File: src/rtl/da_sample_feeder.sv
// da_sample_feeder: sample front end for the distr_arith DA-LUT FIR core.
// Each accepted signed sample is shifted into an 8-tap delay line. The taps
// are then held for one computation frame, the core's sum is captured, and
// the sum is returned on a valid/ready output port.
module da_sample_feeder #(
  parameter int DW           = 8,
  parameter int SUM_W        = 32,
  parameter int FRAME_CYCLES = 16
) (
  input  logic             clk3,
  input  logic             reset,
  input  logic             in_valid,
  input  logic [DW-1:0]    in_data,
  output logic             in_ready,
  input  logic             flush,
  output logic [DW-1:0]    x1_bit,
  output logic [DW-1:0]    x2_bit,
  output logic [DW-1:0]    x3_bit,
  output logic [DW-1:0]    x4_bit,
  output logic [DW-1:0]    x5_bit,
  output logic [DW-1:0]    x6_bit,
  output logic [DW-1:0]    x7_bit,
  output logic [DW-1:0]    x8_bit,
  output logic             da_start,
  input  logic [SUM_W-1:0] da_sum,
  output logic             out_valid,
  output logic [SUM_W-1:0] out_data,
  input  logic             out_ready
);

  localparam int CW = $clog2(FRAME_CYCLES);

  localparam logic [1:0] S_IDLE = 2'd0;
  localparam logic [1:0] S_RUN  = 2'd1;
  localparam logic [1:0] S_OUT  = 2'd2;

  localparam logic [CW-1:0] LAST_CNT = CW'(FRAME_CYCLES - 1);

  logic [1:0]    state;
  logic [CW-1:0] cnt;
  logic          accept;
  logic          tap_clear;

  // Flush outranks a pending sample: a flushing IDLE cycle never consumes data.
  assign in_ready  = (state == S_IDLE) && !flush;
  assign accept    = in_ready && in_valid;
  assign tap_clear = (state == S_IDLE) && flush;

  // Frame sequencer: start pulse, frame counter, result capture and handshake.
  always_ff @(posedge clk3 or negedge reset) begin
    if (!reset) begin
      state     <= S_IDLE;
      cnt       <= '0;
      da_start  <= 1'b0;
      out_valid <= 1'b0;
      out_data  <= '0;
    end else begin
      // NOTE: non-blocking assignments throughout, so every read in this block
      // sees the value from before the edge; cnt==LAST_CNT below compares the
      // old count, which is what places the capture on edge E0+FRAME_CYCLES.
      da_start <= 1'b0;
      case (state)
        S_IDLE: begin
          if (accept) begin
            da_start <= 1'b1;
            cnt      <= '0;
            state    <= S_RUN;
          end
        end
        S_RUN: begin
          cnt <= cnt + CW'(1);
          if (cnt == LAST_CNT) begin
            out_data  <= da_sum;
            out_valid <= 1'b1;
            state     <= S_OUT;
          end
        end
        S_OUT: begin
          if (out_ready) begin
            out_valid <= 1'b0;
            state     <= S_IDLE;
          end
        end
        default: state <= S_IDLE;
      endcase
    end
  end

  // Tap delay line: changes only on an accept or flush edge, so the core sees
  // stable operands for the whole frame.
  always_ff @(posedge clk3 or negedge reset) begin
    if (!reset) begin
      // NOTE: the delay line is a handful of registers, not a RAM, and the core
      // must see zero history after reset, so it is reset explicitly.
      x1_bit <= '0;
      x2_bit <= '0;
      x3_bit <= '0;
      x4_bit <= '0;
      x5_bit <= '0;
      x6_bit <= '0;
      x7_bit <= '0;
      x8_bit <= '0;
    end else if (tap_clear) begin
      x1_bit <= '0;
      x2_bit <= '0;
      x3_bit <= '0;
      x4_bit <= '0;
      x5_bit <= '0;
      x6_bit <= '0;
      x7_bit <= '0;
      x8_bit <= '0;
    end else if (accept) begin
      x1_bit <= in_data;
      x2_bit <= x1_bit;
      x3_bit <= x2_bit;
      x4_bit <= x3_bit;
      x5_bit <= x4_bit;
      x6_bit <= x5_bit;
      x7_bit <= x6_bit;
      x8_bit <= x7_bit;
    end
  end

endmodule

File: config.mk
export PLATFORM = sky130hd
export DESIGN_NAME = da_sample_feeder
export DESIGN_NICKNAME = d
export VERILOG_FILES = /design/src/rtl/da_sample_feeder.sv
export SDC_FILE = /design/constraint.sdc
export NUM_CORES = 1
export LEC_CHECK = 0
export CORE_MARGIN = 1.5
export CORE_UTILIZATION = 26
export CTS_CLUSTER_SIZE = 14
export DETAILED_ROUTE_END_ITERATION = 6
export PLACE_DENSITY_LB_ADDON = 0.15
export SLEW_MARGIN = 0
export SYNTH_ARGS = -nofsm -noshare
export SYNTH_HDL_FRONTEND = slang
export SYNTH_SLANG_ARGS = --single-unit
File: constraint.sdc
create_clock -name clk3 -period 2.3 [get_ports clk3]
set_clock_uncertainty 0.15 [all_clocks]
set_input_delay 0.46 -clock clk3 [delete_from_list [all_inputs] [get_ports clk3]]
set_output_delay 0.46 -clock clk3 [all_outputs]
set_load 0.05 [all_outputs]
==> impl_metrics.tcl <==
set metrics [dict create \
    numCtsBuffers 9 \
    diodes 0 \
    ir_drop_mv 0.606 \
    layout.cells.most_common "clkdlybuf4s50_1" \
    synth.cell_area_um2 3870 \
    finalCritPeriodShare_pct 96.2 \
    nets 438 \
    status "finished clean" \
    min_period_ns 2.21 \
    dr.pass1.iters 4 \
    root_buffer "clkbuf_16" \
    post_cts_buffers 0 \
    drcViolationCount 0 \
    initial_utilization_pct 26.7 \
    cellLeakagePower_nw 2.58 \
    ctsHoldBuffers 1 \
    grt_pass1_vias 2665 \
    fp.dieH_um 125 \
    grt_pass1_wl_um 15200 \
    synth.ff_latch_count 104 \
    die-area_um2 15600 \
    dr_wl_met2_um 4240 \
    die_w_um 125 \
    worst_pin_slew_ns 0.537 \
    cp_max_fo 3 \
    path_buf_inv 1 \
    path_delay_family "buffers and inverters" \
    final_cell_mix "clkdlybuf4s50_1 (139), dfrtp_1 (104), a22o_1 (64), mux2_2 (31), clkbuf_16 (9)" \
    timing_worst_setup_path_type "flip-flop to output port" \
    via_per_inst 4.56 \
    clk-insertion-delay-late_ns 0.34 \
    swShare_pct 39.6 \
    rows 44 \
    grtUsageTotal_pct 12.4 \
    final-setup-viol-count 0 \
    p_int_mw 4.09 \
    highest_layer "met4" \
    combPwrFrac_pct 41.2 \
    overflow 0 \
    critPathCaptureType "output port" \
    synth-seq-area-share_pct 67.2 \
    h-tree-depth 3 \
    areaGrowthSynthToFinish_pct 50.1 \
    fmax_mhz 452 \
    cp-start-kind "flip-flop" \
    grt_antenna_before_repair 0 \
    relSlewSlack_pct 64.1 \
    post_drt_wl_per_cell_um 16.1 \
    worstPathArrival_ns 1.60 \
    netlist_instances 245 \
    tns_ns 0 \
    post_cts_resized 0 \
    seq_power_share_pct 36.5 \
    min_path_type "flip-flop to flip-flop" \
    postRouteAntennaNets 0 \
    core_area_um2 14500 \
    p_per_area_nw_per_um2 1160 \
    synth_area_per_cell_um2 15.8 \
    drt-met1-wl_um 4420 \
    yosysUniqueCellTypes 25 \
    fillers 1411 \
    power.switching_mw 2.68 \
    drtIter0Drc 136 \
    drt_wl_total_um 9320 \
    crit_chain "clkdlybuf4s50_1" \
    synth_top_cell_by_area "dfrtp_1" \
    seq_area_um2 2600 \
    synth_area_leaders "dfrtp_1 (67%), a22o_1 (14%), mux2_2 (9.0%)" \
    ios 144 \
    slowest_stage "clkdlybuf4s50_1" \
    maxCapViolations 0 \
    slowest_delay_ns 0.84 \
    vias 2646 \
    required_ns 1.69 \
    cts_tree "yes" \
    synth.net_count 291 \
    path_clk_slew_ns 0.06 \
    power.share.clock_pct 22.3 \
    drive_above_1_share_pct 15.7 \
    place_area_um2 5520 \
    drv_slew 0 \
    post-dp-hpwl_um 6400 \
    multi_input_area_um2 1090 \
    grt_start_max_net_pins 65 \
    rsz0062_at_grt "no" \
    dr_wl_met3_um 485 \
    numPortBuffers 143 \
    final_area_um2 5820 \
    ctsLongestPathBuffers 2 \
    gp_congestion 0.695 \
    yosys_warnings 0 \
    cts_num_sinks 104 \
    hold_viol 0 \
    synth_top_area_share_pct 67.2 \
]
-- metrics by stage --
step           instances  setup WS, ns  utilization, %  power (mW)  hold WS [ns]
3_3_place_gp         564        0.0978            38.0        5.29         0.293
3_5_place_dp         564        0.0860            38.0        5.32         0.300
6_report             580        0.0867            40.0        6.77         0.329
5_1_grt              580        0.0332            40.0        7.10         0.359
2_1_floorplan        245         0.133               -        4.30        0.0144
4_1_cts              580        0.0618            40.0        6.87         0.338
-- per-layer routing --
layer,vias to the layer above,global-route usage (%)
met3,11,3.29
li1,1217,-
met4,0,6.02
met2,80,17.9
met5,-,0
met1,1338,17.1
-- power groups by stage --
stage	Clock [mW]	Sequential [mW]	Combinational, mW
2_1_floorplan	0	3.67	0.639
3_3_place_gp	0	2.50	2.79
3_5_place_dp	0	2.51	2.81
4_1_cts	1.57	2.48	2.82
5_1_grt	1.65	2.53	2.92
6_report	1.51	2.47	2.79
-- logic make-up after synthesis --
logic type	after synthesis	synth area share [%]
AO/OA/AOI/OAI	72	15.6
adder cells (fa/ha/maj)	1	0.323
multiplexers	32	9.30
AND/OR/NAND/NOR	15	2.39
flip-flops	104	67.2
buffers and inverters	20	5.00
XOR/XNOR	1	0.226
-- cell usage after synthesis --
cell,n
xor2_1,1
a22o_1,64
nand2b_1,2
buf_2,4
nand3_1,6
mux2_1,1
buf_6,1
a21o_1,1
or4b_4,1
buf_4,1
nor2_2,1
o21ai_1,1
o22ai_1,1
clkbuf_1,6
nor2_1,1
dfrtp_1,104
and3_1,1
buf_12,6
mux2_2,31
inv_6,1
nor3_1,1
o21ai_0,5
nand3b_1,2
ha_1,1
inv_1,1
-- final cells by class --
type                       count  area share [%]
timing repair buffer         154            27.4
sequential                   104            44.7
clock inverter                 3           0.731
multi-input combinational    121            18.7
tap                          184            3.96
clock buffer                  12            4.24
inverter                       2           0.215
-- final timing paths --
| kind | from | to | slack, ns | cells past startpoint |
|---|---|---|---|---|
| max | x3_bit[5]$_DFFE_PN0P_ | x3_bit[5] | 0.09 | 1 |
| min | out_valid$_DFFE_PN0P_ | out_valid$_DFFE_PN0P_ | 0.33 | 1 |
| max reg2reg | state[1]$_DFFE_PN0P_ | out_data[30]$_DFFE_PN0P_ | 0.49 | 4 |
| min reg2reg | out_valid$_DFFE_PN0P_ | out_valid$_DFFE_PN0P_ | 0.33 | 1 |
| max in group asynchronous | reset | x5_bit[7]$_DFFE_PN0P_ | 0.87 | 3 |
| min in group asynchronous | reset | x1_bit[7]$_DFFE_PN0P_ | 0.46 | 2 |
-- flip-flops by register name, summed over array words and instances (netlist names) --
register   count
state          2
da_start       1
x4_bit         8
x1_bit         8
x8_bit         8
out_valid      1
x2_bit         8
cnt            4
x6_bit         8
out_data      32
x7_bit         8
x5_bit         8
x3_bit         8
Note: power is estimated with default switching activity, not from simulation.
